<file path="src/rtl/hk_spi_responder.sv">
`timescale 1ns/1ps
// hk_spi_responder: oversampled SPI mode-0 responder that turns host
// transactions into single-cycle register read/write strobes with an
// auto-incrementing byte address.
module hk_spi_responder #(
  parameter int unsigned SYNC_STAGES = 2,
  parameter int unsigned ADDR_W      = 8
) (
  input  logic              clk,
  input  logic              resetn,
  input  logic              sck,
  input  logic              csb,
  input  logic              sdi,
  output logic              sdo,
  output logic              sdo_oe,
  output logic [ADDR_W-1:0] reg_addr,
  output logic [7:0]        reg_wdata,
  output logic              reg_we,
  output logic              reg_re,
  input  logic [7:0]        reg_rdata,
  output logic              busy
);

  localparam int unsigned SS = (SYNC_STAGES < 2) ? 2 : SYNC_STAGES;

  typedef enum logic [2:0] {
    S_IDLE,
    S_CMD,
    S_ADDR,
    S_DATA,
    S_DONE
  } state_t;

  state_t            r_state;
  state_t            w_state_nxt;
  logic [SS-1:0]     r_sck_sync;
  logic [SS-1:0]     r_csb_sync;
  logic [SS-1:0]     r_sdi_sync;
  logic [SS-1:0]     r_vld;
  logic              r_sck_d;
  logic              r_armed;
  logic [2:0]        r_bit_cnt;
  logic [2:0]        r_byte_cnt;
  logic [2:0]        r_n;
  logic [6:0]        r_rx;
  logic [7:0]        r_tx;
  logic [7:0]        r_wdata;
  logic [ADDR_W-1:0] r_addr;
  logic              r_wr;
  logic              r_rd;
  logic              r_more;
  logic              r_p1;
  logic              r_p2;
  logic              r_we;
  logic              r_re;
  logic              r_oe;
  logic              r_busy;

  logic              w_sck;
  logic              w_csb;
  logic              w_sdi;
  logic              w_rise;
  logic              w_fall;
  logic              w_active;
  logic              w_byte_done;
  logic [7:0]        w_byte;
  logic [2:0]        w_cnt_inc;

  assign w_sck       = r_sck_sync[SS-1];
  assign w_csb       = r_csb_sync[SS-1];
  assign w_sdi       = r_sdi_sync[SS-1];
  assign w_rise      = w_sck & ~r_sck_d;
  assign w_fall      = ~w_sck & r_sck_d;
  assign w_active    = (r_state == S_CMD) || (r_state == S_ADDR) || (r_state == S_DATA);
  assign w_byte_done = w_rise & w_active & ~w_csb & (r_bit_cnt == 3'd7);
  assign w_byte      = {r_rx, w_sdi};
  assign w_cnt_inc   = r_byte_cnt + 3'd1;

  assign sdo       = r_tx[7];
  assign sdo_oe    = r_oe;
  assign reg_addr  = r_addr;
  assign reg_wdata = r_wdata;
  assign reg_we    = r_we;
  assign reg_re    = r_re;
  assign busy      = r_busy;

  // Input synchronizers; r_vld marks when the csb chain holds a real sample.
  always_ff @(posedge clk or negedge resetn) begin
    if (!resetn) begin
      r_sck_sync <= '0;
      r_csb_sync <= '1;
      r_sdi_sync <= '0;
      r_vld      <= '0;
    end else begin
      r_sck_sync <= {r_sck_sync[SS-2:0], sck};
      r_csb_sync <= {r_csb_sync[SS-2:0], csb};
      r_sdi_sync <= {r_sdi_sync[SS-2:0], sdi};
      r_vld      <= {r_vld[SS-2:0], 1'b1};
    end
  end

  // State register.
  always_ff @(posedge clk or negedge resetn) begin
    if (!resetn) begin
      r_state <= S_IDLE;
    end else begin
      r_state <= w_state_nxt;
    end
  end

  // Next-state decode; csb high returns to IDLE from anywhere.
  always_comb begin
    w_state_nxt = r_state;
    if (w_csb) begin
      w_state_nxt = S_IDLE;
    end else begin
      case (r_state)
        S_IDLE: if (r_armed) w_state_nxt = S_CMD;
        S_CMD:  if (w_byte_done) w_state_nxt = (w_byte[7:6] == 2'b00) ? S_DONE : S_ADDR;
        S_ADDR: if (w_byte_done) w_state_nxt = S_DATA;
        S_DATA: if (w_byte_done && (r_n != 3'd0) && (w_cnt_inc == r_n)) w_state_nxt = S_DONE;
        S_DONE: w_state_nxt = S_DONE;
        default: w_state_nxt = S_IDLE;
      endcase
    end
  end

  // Shift registers, strobe pipeline (R+1 we/re, R+2 addr++, R+3 re, R+4 tx).
  always_ff @(posedge clk or negedge resetn) begin
    if (!resetn) begin
      r_sck_d    <= 1'b0;
      r_armed    <= 1'b0;
      r_bit_cnt  <= 3'd0;
      r_byte_cnt <= 3'd0;
      r_n        <= 3'd0;
      r_rx       <= 7'd0;
      r_tx       <= 8'd0;
      r_wdata    <= 8'd0;
      r_addr     <= '0;
      r_wr       <= 1'b0;
      r_rd       <= 1'b0;
      r_more     <= 1'b0;
      r_p1       <= 1'b0;
      r_p2       <= 1'b0;
      r_we       <= 1'b0;
      r_re       <= 1'b0;
      r_oe       <= 1'b0;
      r_busy     <= 1'b0;
    end else begin
      r_sck_d <= w_sck;
      r_busy  <= ~w_csb;
      r_we    <= 1'b0;
      r_re    <= 1'b0;
      r_p1    <= 1'b0;
      r_p2    <= r_p1;

      // Arm only once csb has been seen high after reset.
      if (r_vld[SS-1] && w_csb) r_armed <= 1'b1;

      if (w_csb) begin
        r_bit_cnt  <= 3'd0;
        r_byte_cnt <= 3'd0;
      end else if (w_rise && w_active) begin
        r_rx      <= w_byte[6:0];
        r_bit_cnt <= r_bit_cnt + 3'd1;
      end

      if (w_byte_done) begin
        case (r_state)
          S_CMD: begin
            r_wr <= w_byte[7];
            r_rd <= w_byte[6];
            r_n  <= w_byte[5:3];
          end
          S_ADDR: begin
            r_addr <= ADDR_W'(w_byte);
            r_re   <= r_rd;
          end
          S_DATA: begin
            r_we       <= r_wr;
            if (r_wr) r_wdata <= w_byte;
            r_p1       <= 1'b1;
            r_more     <= (r_n == 3'd0) || (w_cnt_inc != r_n);
            r_byte_cnt <= w_cnt_inc;
          end
          default: ;
        endcase
      end

      if (r_p1) r_addr <= r_addr + ADDR_W'(1);
      if (r_p2 && r_rd && r_more && (r_state == S_DATA) && !w_csb) r_re <= 1'b1;

      // Falls inside a byte shift; the fall after bit 8 keeps the fresh byte.
      if (w_fall && (r_state == S_DATA) && r_rd && !w_csb && (r_bit_cnt != 3'd0)) begin
        r_tx <= {r_tx[6:0], 1'b0};
      end
      if (r_re) begin
        r_tx <= reg_rdata;
        r_oe <= 1'b1;
      end
      if (w_csb || (r_state == S_IDLE) || (r_state == S_DONE)) r_oe <= 1'b0;
    end
  end

endmodule

</file>
<file path="config.mk">
export PLATFORM = sky130hd
export DESIGN_NAME = hk_spi_responder
export DESIGN_NICKNAME = d
export VERILOG_FILES = /design/src/rtl/hk_spi_responder.sv
export SDC_FILE = /design/constraint.sdc
export NUM_CORES = 1
export LEC_CHECK = 0
export CORE_MARGIN = 4
export CORE_UTILIZATION = 41
export DETAILED_ROUTE_END_ITERATION = 6
export PLACE_DENSITY = 0.72
export SYNTH_ARGS = -nofsm -noshare
export SYNTH_HDL_FRONTEND = slang
export SYNTH_SLANG_ARGS = --single-unit
</file>
<file path="constraint.sdc">
create_clock -name clk -period 1.7 [get_ports clk]
set_input_delay 0.34 -clock clk [delete_from_list [all_inputs] [get_ports clk]]
set_output_delay 0.34 -clock clk [all_outputs]
set_load 0.01 [all_outputs]
</file>
==> run_summary.xml, run 1 <==
<?xml version="1.0" encoding="UTF-8"?>
<metrics>
  <group name="routing">
    <metric name="routed-via-count" unit="">1905</metric>
    <metric name="drtPass1Iterations" unit="">4</metric>
    <metric name="routedWlPerCell" unit="um">14.9</metric>
    <metric name="drtIter0Drc" unit="">77</metric>
    <metric name="drt_drc_violations_left" unit="">0</metric>
    <metric name="met3_wirelength" unit="um">309</metric>
    <metric name="route.antenna.remaining_nets" unit="">0</metric>
    <metric name="topRoutingLayerUsed" unit="">met4</metric>
    <metric name="drt-total-wl" unit="um">5590</metric>
    <metric name="route.met2.wl" unit="um">2650</metric>
    <metric name="avgViaCountPerCell" unit="">5.08</metric>
    <metric name="met1_length" unit="um">2530</metric>
  </group>
  <group name="clock_network">
    <metric name="tritoncts" unit="">yes</metric>
    <metric name="cts_root_buf" unit="">sky130_fd_sc_hd__clkbuf_8</metric>
    <metric name="skew_pair_late_insertion_delay" unit="ps">340</metric>
    <metric name="clockBufferDepth" unit="">2</metric>
    <metric name="clock_sink_count" unit="">62</metric>
    <metric name="htree_num_levels" unit="">3</metric>
    <metric name="cts.reportedPaths.clkPinSlew" unit="ps">70</metric>
    <metric name="total_clock_buffers_created_by_cts" unit="">9</metric>
  </group>
  <group name="final_layout">
    <metric name="layoutNonFillerInstCount" unit="">375</metric>
    <metric name="synthToLayoutAreaGrowth" unit="%">36.6</metric>
    <metric name="insertedDiodeCount" unit="">0</metric>
    <metric name="drive_gt1_share" unit="%">34.9</metric>
    <metric name="finish.net_count" unit="">311</metric>
  </group>
  <group name="setup_path">
    <metric name="rr_startpoint" unit="">r_bit_cnt[1]$_DFFE_PN0P_</metric>
    <metric name="cp.required" unit="ps">1960</metric>
    <metric name="timing.critical_path.arrival" unit="ps">2090</metric>
    <metric name="master_of_the_slowest_instance_on_the_critical_path" unit="">sky130_fd_sc_hd__or4_1</metric>
    <metric name="cp-end-kind" unit="">register</metric>
    <metric name="cpLargestDelayFamily" unit="">simple AND/OR/NAND/NOR gates</metric>
    <metric name="cp_num_buf_inv" unit="">0</metric>
    <metric name="ff2ff_setup_slack" unit="ps">-130</metric>
    <metric name="critPathMaxStageDelay" unit="ps">500</metric>
    <metric name="worstSetupStartpointType" unit="">register</metric>
    <metric name="worstPathCellList" unit="">ha_2 -&gt; ha_4 -&gt; nand4bb_4 -&gt; o21ai_2 -&gt; a21oi_2 -&gt; or4_1 -&gt; a21oi_1</metric>
    <metric name="regToRegEndpoint" unit="">r_state[1]$_DFFE_PN0P_</metric>
    <metric name="worst-r2r-cell-count" unit="">7</metric>
    <metric name="worst-path-max-fanout" unit="">5</metric>
    <metric name="crit_type" unit="">register to register</metric>
  </group>
  <group name="min_path">
    <metric name="min_delay_worst_endpoint" unit="">r_vld[1]$_DFF_PN0_</metric>
    <metric name="hold_path.class" unit="">register to register</metric>
    <metric name="timing.hold.worst_path_depth" unit="">0</metric>
    <metric name="hold_path_startpoint" unit="">r_vld[0]$_DFF_PN0_</metric>
  </group>
  <group name="sta">
    <metric name="maxSlewViolCount" unit="">0</metric>
    <metric name="worstMarginPinSlew" unit="ps">578</metric>
    <metric name="rsz0062_at_grt" unit="">true</metric>
    <metric name="setup_total_negative_slack" unit="ps">-959</metric>
    <metric name="finalSetupViolCount" unit="">14</metric>
    <metric name="max_freq" unit="GHz">0.545</metric>
    <metric name="maxSlewHeadroom" unit="%">61.5</metric>
    <metric name="final_clock_period_utilization_by_the_worst_path" unit="%">108</metric>
    <metric name="timing.clock.skew" unit="ps">7.32</metric>
    <metric name="hold-worst-slack" unit="ps">349</metric>
    <metric name="period_needed" unit="ps">1830</metric>
    <metric name="timing_hold_violations_final" unit="">0</metric>
    <metric name="setup_ws" unit="ps">-135</metric>
  </group>
  <group name="synthesis">
    <metric name="ys_seq_elements" unit="">62</metric>
    <metric name="synth_commonest_cells" unit="">60 x sky130_fd_sc_hd__dfrtp_1, 22 x sky130_fd_sc_hd__mux2_2, 19 x sky130_fd_sc_hd__nand2_1, 17 x sky130_fd_sc_hd__nor2_1</metric>
    <metric name="synthDominantCellAreaShare" unit="%">54.4</metric>
    <metric name="synthesis.nets" unit="">242</metric>
    <metric name="synth_warnings" unit="">0</metric>
    <metric name="post-synth-top-area-cell" unit="">sky130_fd_sc_hd__dfrtp_1</metric>
    <metric name="dominantRegCellSynth" unit="">sky130_fd_sc_hd__dfrtp_1</metric>
    <metric name="synth_sequential_area_ratio" unit="%">56.4</metric>
    <metric name="synth_enable_flop_cells" unit="">0</metric>
    <metric name="synth_top_cells_by_area" unit="">sky130_fd_sc_hd__dfrtp_1 54%, sky130_fd_sc_hd__mux2_2 9.0%, sky130_fd_sc_hd__mux2i_1 5.1%, sky130_fd_sc_hd__nand2_1 2.6%, sky130_fd_sc_hd__o21ai_0 2.5%</metric>
    <metric name="gate_count_of_the_mapped_netlist" unit="">224</metric>
    <metric name="cell_with_the_most_instances_after_synthesis" unit="">sky130_fd_sc_hd__dfrtp_1</metric>
    <metric name="syn_avg_cell_area" unit="um2">12.3</metric>
    <metric name="synth_cell_types" unit="">45</metric>
    <metric name="mappedNetlistArea" unit="um2">2760</metric>
    <metric name="async_flop_share" unit="%">100</metric>
  </group>
  <group name="grt">
    <metric name="grt_max_degree" unit="">27</metric>
    <metric name="grt_use_total" unit="%">14.8</metric>
    <metric name="grt_first_pass_wirelength" unit="um">9780</metric>
    <metric name="number_of_global_route_vias_before_repair" unit="">2025</metric>
    <metric name="antenna_found_initial" unit="">0</metric>
    <metric name="grt_overflow_total" unit="">0</metric>
  </group>
  <group name="placement">
    <metric name="buffer_ports.inserted" unit="">33</metric>
    <metric name="gpl.final_weighted_congestion" unit="">0.858</metric>
    <metric name="dpl.hpwl" unit="um">3780</metric>
    <metric name="dpl.cell_count" unit="">349</metric>
  </group>
  <group name="floorplanning">
    <metric name="fp.dieArea" unit="um2">8100</metric>
    <metric name="dieWidth" unit="um">90.0</metric>
    <metric name="starting_utilization_of_the_core_area" unit="%">42.9</metric>
    <metric name="core.rowCount" unit="">29</metric>
    <metric name="io_pins" unit="">34</metric>
    <metric name="core_region_area" unit="um2">6420</metric>
    <metric name="die_y" unit="um">90.0</metric>
  </group>
  <group name="power_and_ir_drop">
    <metric name="power_leakage" unit="nW">1.69</metric>
    <metric name="peakVddDrop" unit="uV">506</metric>
    <metric name="power.density_cell_area" unit="nW/um2">887</metric>
  </group>
  <group name="run">
    <metric name="drv.max_cap_violation_count" unit="">0</metric>
  </group>
  <group name="status">
    <metric name="run_status" unit="">finished with violations</metric>
    <metric name="failed_checks" unit="">setup timing</metric>
  </group>
</metrics>
==> how the worst max path moves through the flow <==
stage | start | to | slack (ps) | cells after the start
CTS | r_byte_cnt[0]$_DFF_PN0_ | r_state[1]$_DFFE_PN0P_ | -150 | 6
floorplan | r_bit_cnt[0]$_DFFE_PN0P_ | reg_wdata[0]$_DFFE_PN0P_ | -190 | 7
detailed placement | r_bit_cnt[0]$_DFFE_PN0P_ | r_state[1]$_DFFE_PN0P_ | -160 | 7
global placement | r_bit_cnt[0]$_DFFE_PN0P_ | r_state[1]$_DFFE_PN0P_ | -100 | 7
finish | r_bit_cnt[1]$_DFFE_PN0P_ | r_state[1]$_DFFE_PN0P_ | -130 | 7
global route | r_bit_cnt[0]$_DFFE_PN0P_ | r_state[1]$_DFFE_PN0P_ | -250 | 7
==> power breakdown <==
part           leakage, nW  internal (mW)  switching, mW
sequential           0.786           1.54         0.0849
clock                0.107          0.726          0.585
combinational        0.798          0.212          0.189
==> stage by stage <==
| stage | area [um2] | setup WS, ps | total power [mW] | util [%] |
|---|---|---|---|---|
| floorplan | 2790 | -195 | 1.87 | - |
| global placement | 3350 | -99.2 | 2.00 | 52.1 |
| detailed placement | 3350 | -159 | 2.01 | 52.1 |
| CTS | 3660 | -150 | 3.35 | 57.0 |
| global route | 3770 | -251 | 3.51 | 58.7 |
| finish | 3770 | -135 | 3.34 | 58.7 |
==> routing by layer <==
layer	up-vias	global-route usage (%)
li1	928	-
met2	44	22.3
met3	10	4.92
met1	923	19.4
met5	-	0
met4	0	6.38
==> final cells by class <==
cell class	instances	area, um2
flip-flops and latches	62	1560
inverters	5	18.8
multi-input cells	150	1290
clock buffers	10	138
repair buffers	65	597
clock inverters	6	70.1
fillers	523	2660
well taps	77	96.3
==> logic make-up (layout without fill, tap and decap cells) <==
| logic type | after synthesis | count (layout) | synth area share (%) |
|---|---|---|---|
| AND/OR/NAND/NOR | 65 | 66 | 14.3 |
| multiplexers | 36 | 36 | 14.1 |
| XOR/XNOR | 6 | 6 | 1.91 |
| AO/OA/AOI/OAI | 36 | 36 | 8.12 |
| flip-flops | 62 | 62 | 56.4 |
| buffers and inverters | 13 | 86 | 2.81 |
| adder cells (fa/ha/maj) | 5 | 5 | 2.27 |
| other | 1 | 1 | 0.136 |
==> repair_timing <==
item	in CTS	in global routing
buffers inserted	5	4
pin swaps	2	6
hold buffers	1	0
gates resized for setup	18	25
cloned	1	0
hold endpoints to repair	17	0
setup endpoints to repair	18	37
==> placed cells by master (no fill, tap or decap), drive strengths merged, types with 2 or more instances in the layout <==
cell / netlist / final
a21oi: 10 / 10
a31oi: 2 / 2
and2: 1 / 2
buf: 6 / 32
clkbuf: 2 / 10
clkdlybuf4s50: 0 / 30
clkinv: 0 / 4
dfrtp: 60 / 60
dfstp: 2 / 2
dlymetal6s2s: 0 / 2
ha: 5 / 5
inv: 5 / 6
mux2: 22 / 22
mux2i: 14 / 14
nand2: 19 / 19
nand2b: 2 / 2
nand3: 7 / 7
nand4b: 2 / 2
nor2: 17 / 17
nor3: 4 / 4
nor3b: 2 / 2
o21ai: 14 / 14
o221a: 3 / 3
or2: 2 / 2
or3: 2 / 2
xnor2: 3 / 3
xor2: 3 / 3
==> registers in the layout (all words and copies together) (netlist names), 2 cells and up <==
signal	flops
r_n	3
r_csb_sync	2
r_vld	2
reg_addr	8
r_bit_cnt	3
reg_wdata	8
r_tx	8
r_state	3
r_byte_cnt	3
r_sck_sync	2
r_sdi_sync	2
r_rx	7
Power figures use the tool's default switching activity.
==> run 2, diff against run 1 <==
--- a/config.mk
+++ b/config.mk
@@ -5,10 +5,11 @@
 export SDC_FILE = /design/constraint.sdc
 export NUM_CORES = 1
 export LEC_CHECK = 0
-export CORE_MARGIN = 4
 export CORE_UTILIZATION = 41
+export CTS_CLUSTER_SIZE = 28
 export DETAILED_ROUTE_END_ITERATION = 6
 export PLACE_DENSITY = 0.72
+export SETUP_SLACK_MARGIN = 0.15
 export SYNTH_ARGS = -nofsm -noshare
 export SYNTH_HDL_FRONTEND = slang
 export SYNTH_SLANG_ARGS = --single-unit
==> run 2 against run 1 <==
The run ends with DRC, setup timing left; sequential share of layout area fell by 1.8 points; power rose by 2.5%; global-route usage rose by 4.7 points; largest power group unchanged; cell count rose by 3.7%; via count rose by 7.3%; critical path depth fell by 1; hold slack barely moved; clock power barely moved; worst setup slack got worse by 44 ps; register-to-register slack got worse by 40 ps; combinational power rose by 25%.
==> run_summary.xml, run 2 (synthesis results as in run 1) <==
<?xml version="1.0" encoding="UTF-8"?>
<metrics>
  <group name="floorplanning">
    <metric name="die_y" unit="um">84.0</metric>
    <metric name="dieWidth" unit="um">84.0</metric>
    <metric name="core_region_area" unit="um2">6420</metric>
    <metric name="core.rowCount" unit="">29</metric>
    <metric name="fp.dieArea" unit="um2">7060</metric>
    <metric name="io_pins" unit="">34</metric>
    <metric name="starting_utilization_of_the_core_area" unit="%">42.9</metric>
  </group>
  <group name="final_layout">
    <metric name="commonest_non_fill_non_tap_cells_in_the_layout" unit="">57 x sky130_fd_sc_hd__dfrtp_1, 35 x sky130_fd_sc_hd__buf_4, 21 x sky130_fd_sc_hd__dlygate4sd2_1, 18 x sky130_fd_sc_hd__mux2_4, 17 x sky130_fd_sc_hd__nand2_1</metric>
    <metric name="drive_gt1_share" unit="%">39.4</metric>
    <metric name="finish.net_count" unit="">325</metric>
    <metric name="final_common_cell" unit="">sky130_fd_sc_hd__dfrtp_1</metric>
    <metric name="synthToLayoutAreaGrowth" unit="%">42.8</metric>
    <metric name="insertedDiodeCount" unit="">0</metric>
    <metric name="fillerInstances" unit="">522</metric>
    <metric name="final_util" unit="%">61.3</metric>
    <metric name="layoutNonFillerInstCount" unit="">389</metric>
  </group>
  <group name="routing">
    <metric name="routed-via-count" unit="">2044</metric>
    <metric name="route.antenna.remaining_nets" unit="">0</metric>
    <metric name="drt_drc_violations_left" unit="">12</metric>
    <metric name="drt-total-wl" unit="um">6170</metric>
    <metric name="routedWlPerCell" unit="um">15.9</metric>
    <metric name="drtPass1Iterations" unit="">6</metric>
    <metric name="avgViaCountPerCell" unit="">5.25</metric>
    <metric name="drtIter0Drc" unit="">102</metric>
  </group>
  <group name="sta">
    <metric name="maxSlewViolCount" unit="">0</metric>
    <metric name="maxSlewHeadroom" unit="%">61.9</metric>
    <metric name="max_freq" unit="GHz">0.532</metric>
    <metric name="timing_hold_violations_final" unit="">0</metric>
    <metric name="timing.clock.skew" unit="ps">11.0</metric>
    <metric name="period_needed" unit="ps">1880</metric>
    <metric name="setup_ws" unit="ps">-179</metric>
    <metric name="setup_total_negative_slack" unit="ps">-1640</metric>
    <metric name="hold-worst-slack" unit="ps">349</metric>
    <metric name="rsz0062_at_grt" unit="">true</metric>
    <metric name="finalSetupViolCount" unit="">17</metric>
    <metric name="worstMarginPinSlew" unit="ps">571</metric>
    <metric name="final_clock_period_utilization_by_the_worst_path" unit="%">111</metric>
  </group>
  <group name="setup_path">
    <metric name="worst-r2r-cell-count" unit="">6</metric>
    <metric name="cp.required" unit="ps">1970</metric>
    <metric name="timing.critical_path.arrival" unit="ps">2150</metric>
    <metric name="regToRegEndpoint" unit="">r_state[1]$_DFFE_PN0P_</metric>
    <metric name="ff2ff_setup_slack" unit="ps">-180</metric>
    <metric name="rr_startpoint" unit="">r_byte_cnt[1]$_DFF_PN0_</metric>
    <metric name="worstSetupStartpointType" unit="">register</metric>
    <metric name="cp-end-kind" unit="">register</metric>
    <metric name="crit_type" unit="">register to register</metric>
    <metric name="worst-path-max-fanout" unit="">2</metric>
  </group>
  <group name="placement">
    <metric name="buffer_ports.inserted" unit="">33</metric>
    <metric name="dpl.cell_count" unit="">353</metric>
    <metric name="gpl.final_weighted_congestion" unit="">0.777</metric>
    <metric name="dpl.hpwl" unit="um">3940</metric>
    <metric name="dpl_worst_slack" unit="ps">-135</metric>
  </group>
  <group name="clock_network">
    <metric name="skew_pair_late_insertion_delay" unit="ps">340</metric>
    <metric name="cts_root_buf" unit="">sky130_fd_sc_hd__clkbuf_8</metric>
    <metric name="htree_num_levels" unit="">3</metric>
    <metric name="clockBufferDepth" unit="">2</metric>
    <metric name="tritoncts" unit="">yes</metric>
    <metric name="cts.reportedPaths.clkPinSlew" unit="ps">80</metric>
    <metric name="clock_sink_count" unit="">62</metric>
    <metric name="total_clock_buffers_created_by_cts" unit="">9</metric>
  </group>
  <group name="power_and_ir_drop">
    <metric name="power_leakage" unit="nW">1.89</metric>
    <metric name="power.density_cell_area" unit="nW/um2">870</metric>
    <metric name="peakVddDrop" unit="uV">522</metric>
  </group>
  <group name="run">
    <metric name="drv.max_cap_violation_count" unit="">0</metric>
  </group>
  <group name="grt">
    <metric name="grt_use_total" unit="%">19.5</metric>
    <metric name="grt_overflow_total" unit="">0</metric>
    <metric name="number_of_global_route_vias_before_repair" unit="">2201</metric>
    <metric name="antenna_found_initial" unit="">0</metric>
    <metric name="grt_first_pass_wirelength" unit="um">10600</metric>
    <metric name="grt_max_degree" unit="">33</metric>
  </group>
  <group name="min_path">
    <metric name="timing.hold.worst_path_depth" unit="">0</metric>
    <metric name="hold_path_startpoint" unit="">r_sck_sync[0]$_DFF_PN0_</metric>
    <metric name="min_delay_worst_endpoint" unit="">r_sck_sync[1]$_DFF_PN0_</metric>
    <metric name="hold_path.class" unit="">register to register</metric>
  </group>
  <group name="status">
    <metric name="run_status" unit="">finished with violations</metric>
    <metric name="failed_checks" unit="">DRC, setup timing</metric>
  </group>
</metrics>
[run 2: changes by cell type in the layout (fill, tap and decap cells not counted), sizes merged, moves of 2 or more]
cell / change
dlygate4sd2: +21
clkdlybuf4s50: -19
buf: +15
dlymetal6s2s: -2
clkinv: -2
clkinvlp: +2
[run 2: per-stage QoR]
stage	total power [mW]	instance area (um2)
6_report	3.43	3940
5_1_grt	3.58	3940
4_1_cts	3.45	3860
3_5_place_dp	2.05	3410
3_3_place_gp	2.04	3410
2_1_floorplan	1.88	2820
[run 2: worst max-delay path: stages (launching register included)]
cell and delay, ps:
sky130_fd_sc_hd__dfrtp_1 410, sky130_fd_sc_hd__ha_4 180, sky130_fd_sc_hd__xnor2_2 160, sky130_fd_sc_hd__mux2i_1 300, sky130_fd_sc_hd__a31oi_1 140, sky130_fd_sc_hd__or4_1 470, sky130_fd_sc_hd__a21oi_1 140
[run 2: cell type report]
cell class,count,area (um2),area share (%)
flip-flops and latches,62,1560,39.5
multi-input cells,149,1350,34.3
repair buffers,80,717,18.2
clock buffers,9,124,3.14
well taps,77,96.3,2.45
clock inverters,7,72.6,1.84
inverters,5,18.8,0.476
[run 2: power by group]
part | total (mW) | switching, mW | internal [mW]
clock network | 1.30 | 0.619 | 0.681
registers | 1.62 | 0.0821 | 1.54
logic | 0.501 | 0.240 | 0.261
total | 3.43 | 0.941 | 2.48
[run 2: layer usage]
layer / share of wire, % / GRT usage (%) / wire [um]
met5: 0 / 0 / 0
met1: 44 / 24.0 / 2700
met4: 1.0 / 7.37 / 62
met2: 51 / 32.3 / 3120
met3: 4.7 / 5.64 / 289
[run 2: repair_timing]
action | CTS | global route
resized for setup | 71 | 15
pin swaps | 6 | 5
hold buffers | 1 | 0
endpoints found under the hold margin | 10 | 0
buffers inserted | 14 | 5
endpoints found under the setup margin | 61 | 47
[run 2: how the worst max path moves through the flow]
stage | endpoint | cells past startpoint | slack [ps] | startpoint
global placement | r_state[1]$_DFFE_PN0P_ | 7 | -100 | r_bit_cnt[0]$_DFFE_PN0P_
finish | r_state[1]$_DFFE_PN0P_ | 6 | -180 | r_byte_cnt[1]$_DFF_PN0_
CTS | reg_wdata[5]$_DFFE_PN0P_ | 7 | -120 | r_bit_cnt[1]$_DFFE_PN0P_
detailed placement | r_state[1]$_DFFE_PN0P_ | 7 | -130 | r_bit_cnt[0]$_DFFE_PN0P_
floorplan | reg_wdata[0]$_DFFE_PN0P_ | 7 | -190 | r_bit_cnt[0]$_DFFE_PN0P_
global route | r_state[1]$_DFFE_PN0P_ | 6 | -270 | r_byte_cnt[1]$_DFF_PN0_
==> patch (settings of run 1) <==
Set the parameter `ADDR_W` to 7 (it was 8).
--- a/src/rtl/hk_spi_responder.sv
+++ b/src/rtl/hk_spi_responder.sv
@@ -5,5 +5,5 @@
 module hk_spi_responder #(
   parameter int unsigned SYNC_STAGES = 2,
-  parameter int unsigned ADDR_W      = 8
+  parameter int unsigned ADDR_W      = 7
 ) (
   input  logic              clk,
Ports: changed (resized reg_addr); port bits go from 34 to 33. No check against the original RTL was run, so the function may have changed too.
==> patch against run 1 <==
The flow still finishes with violations (negative setup slack). Via count rose by 3.4%. Critical path depth unchanged. Worst setup slack better by 0.054 ns. Final area shrank 3.3%. Area after synthesis is 4.2% lower. First-iteration DRC count up 110%. Sequential cell count decreased by 1. Wire length is essentially flat. Die area decreased by 3.8%. Utilization increased by 1.1 points.
Power is not compared: it rests on default switching activity, and its combinational part moved more than twofold at a synthesized area within 25%.
==> patch: results (changes against run 1) <==
run_status:
  status: "finished with violations"  # unchanged
  violations: "negative setup slack"  # unchanged
run:
  max_cap_viol_count: 0  # unchanged
cells_and_area:
  fillers: 498  # was 523
  antenna_cells: 0  # unchanged
  area_growth_pct: 37.90  # was 36.62%
  layout-drive-gt1-share: 0.3106  # was 0.3490
  fin_nets: 306  # was 311
timing:
  setup_ws_ns: -0.08127  # was -0.1348 ns
  slew_violations: 0  # unchanged
  fin_skew_ns: 0.008628  # was 0.007315 ns
  worst_pin_slew_ns: 0.5516  # was 0.5781 ns
  setup_viol: 18  # was 14
  holdWs_ns: 0.3543  # was 0.3485 ns
logic_synthesis:
  synth_common_cells: "dfrtp_1 (59), mux2_2 (21), nand2_1 (21)"  # was dfrtp_1 (60), mux2_2 (22), nand2_1 (19)
  syn_nets: 240  # was 242
  synth-xor-area-share: 0.006632  # was 0.01906
  synthMuxAreaShare: 0.1274  # was 0.1407
  synth-warning-count: 0  # unchanged
  synth_fa_ha_area_frac: 0.02369  # was 0.02269
  synthFlopType: "dfrtp_1"  # unchanged
  yosysSeqAreaShare: 0.5789  # was 0.5635
  synth.top_cells.by_area: "dfrtp_1 (56%), mux2_2 (9.0%), mux2i_1 (3.8%), o21ai_0 (3.4%), nand2_1 (3.0%)"  # was dfrtp_1 (54%), mux2_2 (9.0%), mux2i_1 (5.1%), nand2_1 (2.6%), o21ai_0 (2.5%)
  synth_cell_type_count: 43  # was 45
  synth_compound_area_frac: 0.1033  # was 0.08122
  async_reset_ff_frac: 1.000  # unchanged
min_path:
  hold_depth: 0  # unchanged
  min_to: "r_sdi_sync[1]"  # was r_vld[1]
  hp-class: "reg -> reg"  # unchanged
  hold_start: "r_sdi_sync[0]"  # was r_vld[0]
grt:
  grt_start_max_net_pins: 62  # was 27
  gr-usage-all-layers: 0.1531  # was 0.1479
  antenna_found_initial: 0  # unchanged
  grt_pass1_wl_microns: 8997  # was 9777 microns
  grt_pass1_vias: 1889  # was 2025
placement:
  gp_congestion: 0.8264  # was 0.8584
  io_buffers: 32  # was 33
  dpl.hpwl_microns: 3513  # was 3782 microns
  placed_area_sq_um: 3183  # was 3348 sq um
worst_setup_path:
  cp_top_family: "simple AND/OR/NAND/NOR gates"  # unchanged
  critPathMaxFanout: 5  # unchanged
  cpPeakStageDelay_ns: 0.39  # was 0.50 ns
  r2r-end: "reg_addr[2]"  # was r_state[1]
  arrival_ns: 2.01  # was 2.09 ns
  reg2reg_depth: 7  # unchanged
  slowest_stage: "dfrtp_1"  # was or4_1
clocking:
  cts_buffers: 9  # unchanged
  clk_path_buf_depth: 2  # unchanged
  cts-root-buf: "clkbuf_8"  # unchanged
  clk_pin_slew_ns: 0.08
  h-tree-depth: 3  # unchanged
  clk_latency_ns: 0.34  # about the same
power:
  p_int_mw: 2.605
routing:
  firstDrtPassIters: 4  # unchanged
  routedWlPerCell_microns: 15.18  # was 14.89 microns
  drt_iter0_markers: 158  # was 77
  vias_per_cell: 5.353  # was 5.080
## patch: per-layer routing
layer	global-route usage	up-vias	wire length (microns)
li1	-	926	-
met2	0.2311	39	2701
met5	0	-	0
met3	0.04190	12	185
met4	0.08516	0	146
met1	0.2001	993	2552
## patch: how the worst max path moves through the flow
stage / start / end / cells after the start
global placement: r_bit_cnt[1] / r_wr / 6
CTS: r_bit_cnt[1] / reg_addr[0] / 8
finish: r_bit_cnt[1] / reg_addr[2] / 7
global route: r_bit_cnt[0] / reg_addr[0] / 8
floorplan: r_bit_cnt[1] / reg_addr[2] / 8
detailed placement: r_bit_cnt[1] / reg_addr[0] / 8
## patch: through the flow
stage                     TNS (ns)  cells  setup slack, ns
after global routing        -2.253    368          -0.1388
after CTS                  -0.3180    362         -0.06159
after floorplan            -0.1438    222         -0.02258
final                      -0.7451    368         -0.08127
after detailed placement   -0.9002    340          -0.1135
after global placement     -0.2708    340         -0.04274
## patch: repair_timing
item | 4_1_cts | 5_1_grt
hold buffers | 1 | 0
gates cloned | 1 | 0
buffers inserted | 5 | 6
hold endpoints to repair | 30 | 0
endpoints found under the setup margin | 28 | 41
resized for setup | 13 | 31
pin swaps | 5 | 5
## patch: power by group through the flow
| stage | sequential [mW] | combinational [mW] | clock, mW |
|---|---|---|---|
| after global routing | 1.62 | 0.208 | 1.68 |
| after detailed placement | 1.63 | 0.178 | 0 |
| after CTS | 1.60 | 0.181 | 1.62 |
| final | 1.61 | 0.188 | 1.57 |
| after floorplan | 1.59 | 0.0963 | 0 |
| after global placement | 1.63 | 0.175 | 0 |
## patch: final cells by class
class / count / share of cell area
sequential: 61 / 0.4201
tap: 75 / 0.02576
clock inverter: 7 / 0.03401
multi-input combinational: 146 / 0.3209
inverter: 9 / 0.009275
clock buffer: 9 / 0.03401
timing repair buffer: 61 / 0.1560
